==> src/rtl/audio_i2s_tx_if.sv <==
// Sample-source side of the I2S transmitter: one stereo pair per strobe,
// plus the once-per-frame request back to the producer.
interface audio_i2s_tx_if #(
    parameter int AUD_BIT_DEPTH = 24
);
    logic [AUD_BIT_DEPTH-1:0] lsound_in;
    logic [AUD_BIT_DEPTH-1:0] rsound_in;
    logic                     sample_strobe;
    logic                     sample_req;

    // Producer of samples (synthesizer core)
    modport master (
        output lsound_in,
        output rsound_in,
        output sample_strobe,
        input  sample_req
    );

    // Consumer of samples (transmitter)
    modport slave (
        input  lsound_in,
        input  rsound_in,
        input  sample_strobe,
        output sample_req
    );
endinterface

==> src/rtl/audio_i2s_tx.sv <==
// audio_i2s_tx: double-buffered stereo serial audio transmitter.
// Generates BCLK/LRCK from AUDIO_CLK, shifts {L,pad,R,pad} MSB-first,
// requests one pair per frame and flags underrun/overrun (sticky).
// Build option: define AUD_LJ_FORMAT_EN for left-justified framing;
// default (undefined) is I2S with data delayed one BCLK after LRCK.
module audio_i2s_tx #(
    parameter int AUD_BIT_DEPTH = 24,
    parameter int SLOT_BITS     = 32,
    parameter int BCLK_DIV      = 2
) (
    input  logic          AUDIO_CLK,
    input  logic          reset,
    audio_i2s_tx_if.slave aud,
    input  logic          clear_flags,
    output logic          AUD_BCLK,
    output logic          AUD_DACLRCK,
    output logic          AUD_DACDAT,
    output logic          underrun,
    output logic          overrun
);
    localparam int FRAME = 2 * SLOT_BITS;
    localparam int PW    = $clog2(FRAME);
    localparam int DW    = (BCLK_DIV > 1) ? $clog2(BCLK_DIV) : 1;

    logic [DW-1:0]            r_div_cnt;
    logic                     r_bclk;
    logic [PW-1:0]            r_pos;
    logic                     r_lrck;
    logic [FRAME-1:0]         r_shift;
    logic [AUD_BIT_DEPTH-1:0] r_hold_l;
    logic [AUD_BIT_DEPTH-1:0] r_hold_r;
    logic                     r_full;
    logic                     r_req;
    logic                     r_under;
    logic                     r_over;

    logic                     w_div_tc;
    logic                     w_fall;
    logic                     w_wrap;
    logic [PW-1:0]            w_pos_nxt;
    logic                     w_set_under;
    logic                     w_set_over;

    // Place each channel MSB-aligned in its slot; the slot tail stays zero.
    function automatic logic [FRAME-1:0] f_pack(input logic [AUD_BIT_DEPTH-1:0] l,
                                                input logic [AUD_BIT_DEPTH-1:0] r);
        logic [FRAME-1:0] f;
        f = '0;
        f[FRAME-1 -: AUD_BIT_DEPTH]     = l;
        f[SLOT_BITS-1 -: AUD_BIT_DEPTH] = r;
        return f;
    endfunction

    assign w_div_tc    = (r_div_cnt == DW'(BCLK_DIV - 1));
    assign w_fall      = w_div_tc & r_bclk;
    assign w_wrap      = w_fall & (r_pos == PW'(FRAME - 1));
    assign w_pos_nxt   = w_wrap ? '0 : r_pos + PW'(1);
    // Frame load with nothing pending and nothing arriving: send silence.
    assign w_set_under = w_wrap & ~r_full & ~aud.sample_strobe;
    // A load in the same cycle drains the old pair, so nothing is lost then.
    assign w_set_over  = ~w_wrap & aud.sample_strobe & r_full;

    // Bit-clock divider: toggle BCLK every BCLK_DIV cycles.
    always_ff @(posedge AUDIO_CLK or posedge reset) begin
        if (reset) begin
            r_div_cnt <= '0;
            r_bclk    <= 1'b0;
        end else if (w_div_tc) begin
            r_div_cnt <= '0;
            r_bclk    <= ~r_bclk;
        end else begin
            r_div_cnt <= r_div_cnt + DW'(1);
        end
    end

    // Frame position and word clock, both advanced on BCLK falling edges.
    always_ff @(posedge AUDIO_CLK or posedge reset) begin
        if (reset) begin
            r_pos  <= '0;
            r_lrck <= 1'b0;
        end else if (w_fall) begin
            r_pos  <= w_pos_nxt;
            r_lrck <= (w_pos_nxt >= PW'(SLOT_BITS));
        end
    end

    // Holding buffer and frame shifter; frame load drains holding or bypasses.
    always_ff @(posedge AUDIO_CLK or posedge reset) begin
        if (reset) begin
            r_shift  <= '0;
            r_hold_l <= '0;
            r_hold_r <= '0;
            r_full   <= 1'b0;
            r_req    <= 1'b0;
        end else begin
            r_req <= w_wrap;
            if (w_wrap) begin
                if (r_full) begin
                    r_shift <= f_pack(r_hold_l, r_hold_r);
                    if (aud.sample_strobe) begin
                        r_hold_l <= aud.lsound_in;
                        r_hold_r <= aud.rsound_in;
                    end else begin
                        r_full <= 1'b0;
                    end
                end else if (aud.sample_strobe) begin
                    r_shift <= f_pack(aud.lsound_in, aud.rsound_in);
                end else begin
                    r_shift <= '0;
                end
            end else begin
                if (w_fall)
                    r_shift <= {r_shift[FRAME-2:0], 1'b0};
                if (aud.sample_strobe) begin
                    r_hold_l <= aud.lsound_in;
                    r_hold_r <= aud.rsound_in;
                    r_full   <= 1'b1;
                end
            end
        end
    end

    // Sticky status flags; a coincident set beats the clear.
    always_ff @(posedge AUDIO_CLK or posedge reset) begin
        if (reset) begin
            r_under <= 1'b0;
            r_over  <= 1'b0;
        end else begin
            if (w_set_under)      r_under <= 1'b1;
            else if (clear_flags) r_under <= 1'b0;
            if (w_set_over)       r_over  <= 1'b1;
            else if (clear_flags) r_over  <= 1'b0;
        end
    end

`ifdef AUD_LJ_FORMAT_EN
    // Left-justified: shifter MSB is already a register updated on BCLK fall.
    assign AUD_DACDAT = r_shift[FRAME-1];
`else
    logic r_dat;

    // I2S: one extra BCLK of delay so data trails the LRCK transition.
    always_ff @(posedge AUDIO_CLK or posedge reset) begin
        if (reset)
            r_dat <= 1'b0;
        else if (w_fall)
            r_dat <= r_shift[FRAME-1];
    end

    assign AUD_DACDAT = r_dat;
`endif

    assign AUD_BCLK       = r_bclk;
    assign AUD_DACLRCK    = r_lrck;
    assign aud.sample_req = r_req;
    assign underrun       = r_under;
    assign overrun        = r_over;
endmodule

==> src/flat_wrapper.sv <==
// flat-port wrapper written by rule: the top's interface ports become plain ports
module audio_i2s_tx_flat 
#(
    parameter int AUD_BIT_DEPTH = 24,
    parameter int SLOT_BITS     = 32,
    parameter int BCLK_DIV      = 2
)
  (AUDIO_CLK, reset, clear_flags, AUD_BCLK, AUD_DACLRCK, AUD_DACDAT, underrun, overrun, aud_lsound_in, aud_rsound_in, aud_sample_strobe, aud_sample_req);
  audio_i2s_tx_if #(.AUD_BIT_DEPTH(AUD_BIT_DEPTH)) aud_i ();
  input  logic AUDIO_CLK;
  input  logic reset;
  input  logic clear_flags;
  output logic AUD_BCLK;
  output logic AUD_DACLRCK;
  output logic AUD_DACDAT;
  output logic underrun;
  output logic overrun;
  input wire logic [$bits(aud_i.lsound_in)-1:0] aud_lsound_in;
  input wire logic [$bits(aud_i.rsound_in)-1:0] aud_rsound_in;
  input wire logic [$bits(aud_i.sample_strobe)-1:0] aud_sample_strobe;
  output wire logic [$bits(aud_i.sample_req)-1:0] aud_sample_req;
  assign aud_i.lsound_in = aud_lsound_in;
  assign aud_i.rsound_in = aud_rsound_in;
  assign aud_i.sample_strobe = aud_sample_strobe;
  assign aud_sample_req = aud_i.sample_req;
  audio_i2s_tx #(.AUD_BIT_DEPTH(AUD_BIT_DEPTH), .SLOT_BITS(SLOT_BITS), .BCLK_DIV(BCLK_DIV)) u_core (.AUDIO_CLK(AUDIO_CLK), .reset(reset), .aud(aud_i), .clear_flags(clear_flags), .AUD_BCLK(AUD_BCLK), .AUD_DACLRCK(AUD_DACLRCK), .AUD_DACDAT(AUD_DACDAT), .underrun(underrun), .overrun(overrun));
endmodule
==> config.mk <==
export PLATFORM = sky130hd
export DESIGN_NAME = audio_i2s_tx_flat
export DESIGN_NICKNAME = d
export VERILOG_FILES = /design/src/rtl/audio_i2s_tx_if.sv /design/src/rtl/audio_i2s_tx.sv /design/src/flat_wrapper.sv
export SDC_FILE = /design/constraint.sdc
export NUM_CORES = 1
export LEC_CHECK = 0
export BUFFER_PORTS_ARGS = -buffer_cell sky130_fd_sc_hd__buf_2
export CORE_MARGIN = 2
export CORE_UTILIZATION = 40
export DETAILED_ROUTE_END_ITERATION = 7
export PLACE_DENSITY = 0.71
export SETUP_SLACK_MARGIN = 0.2
export SLEW_MARGIN = 20
export SYNTH_ARGS = -nofsm -noshare
export SYNTH_HDL_FRONTEND = slang
export SYNTH_SLANG_ARGS = --single-unit
==> constraint.sdc <==
create_clock -name AUDIO_CLK -period 3.7 [get_ports AUDIO_CLK]
set_input_delay 0.37 -clock AUDIO_CLK [delete_from_list [all_inputs] [get_ports AUDIO_CLK]]
set_output_delay 0.37 -clock AUDIO_CLK [all_outputs]
set_load 0.005 [all_outputs]
==> results.py, run 1 <==
metrics = {
    "layout": {
        "final_util": 0.476,
        "n_antenna_cell": 0,
        "nNetsFinal": 613,
        "final_cell_area_um2": 6670,
        "final_cells": 752,
        "fillers": 1294,
        "area_growth_pct": 15.9,
        "drive_above_1_share": 0.224,
    },
    "timing": {
        "rsz0062_at_grt": "false",
        "setup_violations": 0,
        "fin_crit_sh": 0.640,
        "max_slew.worst_pin.slew_ps": 1040,
        "setup_tns_ps": 0,
        "setup_ws_ps": 1330,
        "whs_ps": 61.4,
        "finalClockSkew_ps": 10.2,
        "maxSlewHeadroom": 0.309,
        "fin_crit_ps": 2370,
        "hold_viol_final": 0,
        "fmax_mhz": 422,
        "drv_slew": 0,
    },
    "global_route": {
        "grt_util_all_layers": 0.184,
        "grt_pass1_wl_mm": 21.8,
        "overflow": 0,
        "grt_max_degree": 111,
        "antenna_found_initial": 0,
        "grt_pass1_vias": 4332,
    },
    "setup_path": {
        "worstPathArrival_ps": 2620,
        "crit_type": "flop to flop",
        "critical_path.max_fanout": 67,
        "critPathTopFamily": "flip-flops",
        "endpoint_kind": "flop",
        "critPathBufInv": 1,
        "crit_start": "u_core.r_full$_DFFE_PP0P_",
        "worstPathCellList": "buf_4 > and3b_1 > a2111oi_0 > o31ai_1",
        "start_kind": "flop",
        "critPathMaxStageDelay_ps": 690,
        "slowest_stage": "dfrtp_2",
        "r2r_start": "u_core.r_full$_DFFE_PP0P_",
        "critPathRequiredTime_ps": 3950,
        "r2r_slack_ps": 1330,
    },
    "flow_run": {
        "cap_violations": 0,
    },
    "synth": {
        "async_flop_share": 1.00,
        "ys_seq_elements": 118,
        "synth_warnings": 0,
        "ys.flop_type": "dfrtp_1",
        "yosysTopAreaCell": "dfrtp_1",
        "synth_area_um2": 5750,
        "synth_area_leaders": "dfrtp_1, and3b_1, a2111oi_0",
        "yosysTopAreaCellShare": 0.513,
        "yosysSeqAreaShare": 0.513,
        "yosysUniqueCellTypes": 33,
        "synth_edf_count": 0,
        "synthCells": 532,
        "syn_nets": 585,
        "avgSynthCellArea_um2": 10.8,
    },
    "power": {
        "leakagePower_nw": 3.01,
        "p_per_area_nw_per_um2": 466,
        "peakVddDrop_mv": 0.328,
        "power_mw": 3.11,
    },
    "drt": {
        "routedWlPerCell_um": 17.6,
        "drc_errors": 0,
        "ant_nets": 0,
        "drt_iter0_markers": 413,
        "via_per_inst": 5.75,
        "num_vias": 4326,
        "first_pass_iters": 4,
        "routed_wl_mm": 13.3,
    },
    "floorplanning": {
        "die-area_um2": 15400,
        "io_pins": 58,
        "dieHeight_um": 124,
        "rows": 43,
        "start_util": 0.411,
        "core_um2": 14000,
        "die_w_um": 124,
    },
    "placement": {
        "portBuffers": 57,
        "dp_cells": 721,
        "dp_worst_setup_slack_ps": 1330,
        "hpwlAfterDp_mm": 7.86,
        "placed_area_um2": 6100,
        "gp_congestion": 0.735,
    },
    "clocking": {
        "cts_buffers": 17,
        "tritoncts": "done",
        "clk_pin_slew_worst_paths_ps": 50,
        "post_cts_resized": 0,
        "cts_sinks": 118,
        "clkLatencyLatePin_ps": 420,
        "post_cts_buffers": 0,
        "cts-htree-levels": 4,
        "clk_path_buf_depth": 2,
        "postCtsHoldBufs": 0,
        "cts_root_buf": "clkbuf_16",
    },
    "min_path": {
        "hold_path_class": "input port to asynchronous set/reset pin",
    },
    "outcome": {
        "status": "complete, no violations",
    },
}
==> power breakdown <==
group / total, mW / switching [mW] / internal (mW)
combinational: 0.138 / 0.0723 / 0.0653
clock: 1.60 / 0.582 / 1.02
sequential: 1.37 / 0.0267 / 1.35
total: 3.11 / 0.681 / 2.43
==> per-layer routing <==
layer / track usage / part of all wire
met4: 0.0597 / 0.012
met5: 0 / 0
met2: 0.304 / 0.49
met3: 0.0467 / 0.036
met1: 0.239 / 0.46
==> final timing paths <==
path                                                   to  depth (start not counted)
min reg2reg                u_core.r_shift[56]$_DFFE_PP0P_                          2
max in group asynchronous  u_core.r_shift[53]$_DFFE_PP0P_                          3
min in group AUDIO_CLK        u_core.underrun$_DFFE_PP0P_                          2
max                        u_core.r_shift[22]$_DFFE_PP0P_                          4
min                        u_core.r_shift[28]$_DFFE_PP0P_                          2
max reg2reg                u_core.r_shift[22]$_DFFE_PP0P_                          4
==> synthesized netlist by cell type, types with 2 or more instances <==
master	instances
dfrtp_1	118
nand2_1	75
a21oi_1	49
o31ai_1	49
and3b_1	48
a2111oi_0	47
clkbuf_1	45
mux2_2	28
mux2_1	20
o21ai_0	11
buf_2	6
inv_1	5
nand3_1	5
buf_6	3
buf_4	2
nand4_1	2
nor2_1	2
xnor2_1	2
==> area by class of cell <==
type | instances | area, um^2 | area share
Sequential cell | 118 | 2950 | 0.443
Multi-Input combinational cell | 353 | 2540 | 0.381
Clock buffer | 22 | 464 | 0.0696
Timing Repair Buffer | 65 | 358 | 0.0537
Tap cell | 180 | 225 | 0.0338
Clock inverter | 9 | 101 | 0.0152
Inverter | 5 | 21.3 | 0.00319
==> cells in the final DEF, fill, tap and decap left out, types with 2 or more instances in the layout <==
cell type	netlist	routed
clkbuf_16	0	17
o31ai_1	49	49
dfrtp_1	118	117
clkbuf_8	0	2
mux2_1	20	20
o21ai_0	11	11
xnor2_1	2	2
inv_1	5	4
a2111oi_0	47	47
buf_2	6	57
clkbuf_1	45	3
mux2_2	28	28
buf_4	2	7
nand2_1	75	74
nand3_1	5	5
and3b_1	48	48
nor2_1	2	2
bufinv_16	0	2
clkinv_2	0	5
nand4_1	2	2
a21oi_1	49	49
==> registers in the layout, indices dropped and copies added, names as in the netlist <==
| register | cells |
|---|---|
| u_core.underrun | 1 |
| u_core.AUD_BCLK | 1 |
| u_core.r_div_cnt | 1 |
| u_core.r_shift | 56 |
| u_core.r_hold_l | 24 |
| u_core.r_hold_r | 24 |
| u_core.AUD_DACLRCK | 1 |
| u_core.r_pos | 6 |
| u_core.r_full | 1 |
| u_core.overrun | 1 |
| u_core.aud.sample_req | 1 |
| u_core.AUD_DACDAT | 1 |
==> cell families after synthesis <==
| group | share of synthesized area |
|---|---|
| AO/OA/AOI/OAI | 0.198 |
| AND/OR/NAND/NOR | 0.140 |
| flip-flops | 0.513 |
| buffers and inverters | 0.0463 |
| multiplexers | 0.0940 |
| XOR/XNOR | 0.00457 |
| adder cells (fa/ha/maj) | 0.00392 |
Power figures use the tool's default switching activity.
==> run 2, diff against run 1 <==
--- a/config.mk
+++ b/config.mk
@@ -5,6 +5,7 @@
 export SDC_FILE = /design/constraint.sdc
 export NUM_CORES = 1
 export LEC_CHECK = 0
+export ABC_AREA = 1
 export BUFFER_PORTS_ARGS = -buffer_cell sky130_fd_sc_hd__buf_2
 export CORE_MARGIN = 2
 export CORE_UTILIZATION = 40
==> constraint.sdc (replaced) <==
create_clock -name AUDIO_CLK -period 2 [get_ports AUDIO_CLK]
set_input_delay 0.2 -clock AUDIO_CLK [delete_from_list [all_inputs] [get_ports AUDIO_CLK]]
set_output_delay 0.2 -clock AUDIO_CLK [all_outputs]
set_load 0.005 [all_outputs]
==> results.py, run 2 <==
metrics = {
    "outcome": {
        "status": "finished with violations",
        "violations": "hold timing",
    },
    "floorplanning": {
        "die-area_um2": 15100,
        "io_pins": 58,
        "die_w_um": 123,
        "rows": 43,
        "start_util": 0.408,
        "dieHeight_um": 123,
        "core_um2": 13800,
    },
    "setup_path": {
        "critical_path.max_fanout": 24,
        "critPathRequiredTime_ps": 2340,
        "r2r_slack_ps": 440,
        "endpoint_kind": "flop",
        "r2r_cells": 8,
        "r2r_start": "u_core.r_pos[0]$_DFFE_PP0P_",
        "slowest_stage": "dfrtp_1",
        "r2r-end": "u_core.r_shift[41]$_DFFE_PP0P_",
        "critPathBufInv": 1,
        "worstPathCellList": "ha_1 > nand2_1 > nor2_2 > nand2_1 > nor2_4 > buf_4 > nand2_1 > nand3_1",
        "worstPathArrival_ps": 1900,
        "crit_type": "flop to flop",
        "path_common_cell": "nand2_1",
        "critPathMaxStageDelay_ps": 390,
        "critPathTopFamily": "simple AND/OR/NAND/NOR gates",
        "start_kind": "flop",
    },
    "clocking": {
        "clk_pin_slew_worst_paths_ps": 50,
        "cts_buffers": 17,
        "tritoncts": "done",
        "cts_sinks": 118,
        "cts_root_buf": "clkbuf_16",
        "clk_path_buf_depth": 2,
        "cts-htree-levels": 4,
        "post_cts_buffers": 0,
        "clkLatencyLatePin_ps": 410,
    },
    "power": {
        "pwr-share-comb": 0.060,
        "power_mw": 5.79,
        "internal_power_mw": 4.50,
        "leakagePower_nw": 3.63,
        "p_per_area_nw_per_um2": 864,
        "power.net_switching_mw": 1.29,
        "peakVddDrop_mv": 0.463,
        "p_clk_frac": 0.504,
        "p_sw_frac": 0.223,
        "seq_power_share": 0.436,
    },
    "synth": {
        "yosysSeqAreaShare": 0.524,
        "synth_most_common_cell": "nand2_1",
        "synth_commonest_cells": "nand2_1, nand3_1, dfrtp_1",
        "synth_area_um2": 5640,
        "synth_edf_count": 0,
        "avgSynthCellArea_um2": 7.55,
        "ys.flop_type": "dfrtp_1",
        "ys_seq_elements": 118,
        "synthCells": 747,
        "yosysUniqueCellTypes": 26,
        "synth_warnings": 0,
        "async_flop_share": 1.00,
        "syn_nets": 800,
        "yosysTopAreaCell": "dfrtp_1",
        "synth_area_leaders": "dfrtp_1, nand2_1, nand3_1",
        "yosysTopAreaCellShare": 0.524,
    },
    "layout": {
        "final_cell_mix": "nand2_1, nand3_1, dfrtp_1",
        "n_antenna_cell": 0,
        "final_util": 0.485,
        "nNetsFinal": 846,
        "final_common_cell": "nand2_1",
        "area_growth_pct": 18.9,
        "final_cell_area_um2": 6710,
        "top_register": "u_core.r_shift",
        "drive_above_1_share": 0.155,
        "largest_reg_flops": 56,
        "reg.largest.list": "u_core.r_shift: 56 flops, u_core.r_hold_l: 24 flops, u_core.r_hold_r: 24 flops",
    },
    "global_route": {
        "overflow": 0,
        "grt_max_degree": 119,
        "grt_util_all_layers": 0.187,
        "grt_pass1_vias": 4532,
        "grt_pass1_wl_mm": 21.9,
        "antenna_found_initial": 0,
    },
    "placement": {
        "portBuffers": 57,
        "placed_area_um2": 6110,
        "gp_congestion": 0.726,
        "hpwlAfterDp_mm": 7.51,
    },
    "drt": {
        "num_vias": 4803,
        "drc_errors": 0,
        "routed_wl_mm": 12.7,
        "ant_nets": 0,
        "met2_wirelength_mm": 6.14,
        "dr_wl_met3_um": 548,
        "met1_length_mm": 5.95,
        "drt_iter0_markers": 309,
        "via_per_inst": 4.87,
        "first_pass_iters": 4,
        "dr.max_layer_used": "met4",
        "routedWlPerCell_um": 12.9,
    },
    "timing": {
        "whs_ps": -33.9,
        "maxSlewHeadroom": 0.579,
        "fmax_mhz": 641,
        "setup_tns_ps": 0,
        "fin_crit_ps": 1560,
        "max_slew.worst_pin.slew_ps": 631,
        "fin_crit_sh": 0.781,
        "hold_viol_final": 28,
        "rsz0062_at_grt": "false",
        "finalClockSkew_ps": 10.3,
        "drv_slew": 0,
        "setup_violations": 0,
    },
    "min_path": {
        "hold_path_class": "input port to asynchronous set/reset pin",
    },
    "flow_run": {
        "cap_violations": 0,
    },
}
-- run 2: changes by cell type in the layout (fill, tap and decap cells not counted), moves of 20 or more --
| cell | change |
|---|---|
| mux2_1 | -20 |
| nand3_1 | +126 |
| a2111oi_0 | -47 |
| nand2_1 | +273 |
| mux2_2 | -28 |
| nor2_1 | +34 |
| a21oi_1 | -48 |
| and3b_1 | -48 |
| inv_1 | +24 |
| o31ai_1 | -49 |
-- run 2: worst max path at each step --
stage                                 from                        endpoint  slack, ps  depth (start not counted)
6_report       u_core.r_pos[0]$_DFFE_PP0P_  u_core.r_shift[41]$_DFFE_PP0P_        440                          8
5_1_grt        u_core.r_pos[0]$_DFFE_PP0P_  u_core.r_hold_l[0]$_DFFE_PP0P_        270                          8
4_1_cts        u_core.r_pos[0]$_DFFE_PP0P_  u_core.r_shift[19]$_DFFE_PP0P_        430                          8
3_5_place_dp   u_core.r_pos[0]$_DFFE_PP0P_  u_core.r_shift[17]$_DFFE_PP0P_        440                          8
3_3_place_gp   u_core.r_pos[0]$_DFFE_PP0P_  u_core.r_shift[19]$_DFFE_PP0P_        460                          8
2_1_floorplan                        reset     u_core.AUD_BCLK$_DFFE_PP0P_        360                          1
-- run 2: tightest hold or removal path: stages --
cell,delay [ps]
buf_2,110
clkinvlp_4,70
buf_12,440
-- run 2: power groups by stage --
stage	Combinational, mW	Clock (mW)	Sequential [mW]
after global placement	0.349	0	2.56
final	0.350	2.92	2.52
after floorplan	0.230	0	2.55
after CTS	0.357	2.96	2.52
after global routing	0.406	3.07	2.53
after detailed placement	0.354	0	2.56
-- run 2: area by class of cell --
class                      instances  area, um^2
fill                            1327        7120
sequential                       118        2950
multi-input combinational        548        2320
clock buffer                      23         508
timing repair buffer              75         498
tap                              180         225
inverter                          33         128
clock inverter                     9        72.6
-- run 2: per-layer routing --
| metal | up-vias | track usage |
|---|---|---|
| met5 | - | 0 |
| met4 | 0 | 0.0568 |
| met3 | 8 | 0.0497 |
| met2 | 91 | 0.302 |
| met1 | 2263 | 0.246 |
| li1 | 2441 | - |
-- run 2: through the flow --
step / instances / setup WS [ps]
floorplan: 747 / 359
global placement: 953 / 461
detailed placement: 953 / 438
CTS: 986 / 433
global route: 986 / 270
finish: 986 / 439
-- run 2: cell families (layout without fill, tap and decap cells) --
| logic type | Yosys count | in the layout | synth area share |
|---|---|---|---|
| fa+ha+maj | 1 | 1 | 0.00222 |
| xor+xnor | 2 | 2 | 0.00311 |
| flops | 118 | 118 | 0.524 |
| compound gates | 14 | 14 | 0.0146 |
| simple gates | 531 | 531 | 0.391 |
| buf+inv | 81 | 140 | 0.0650 |
-- run 2: what timing repair did --
item | in CTS | in global routing
endpoints found under the setup margin | 0 | 0
gates resized for setup | 0 | 0
hold buffers | 1 | 0
endpoints found under the hold margin | 1 | 0
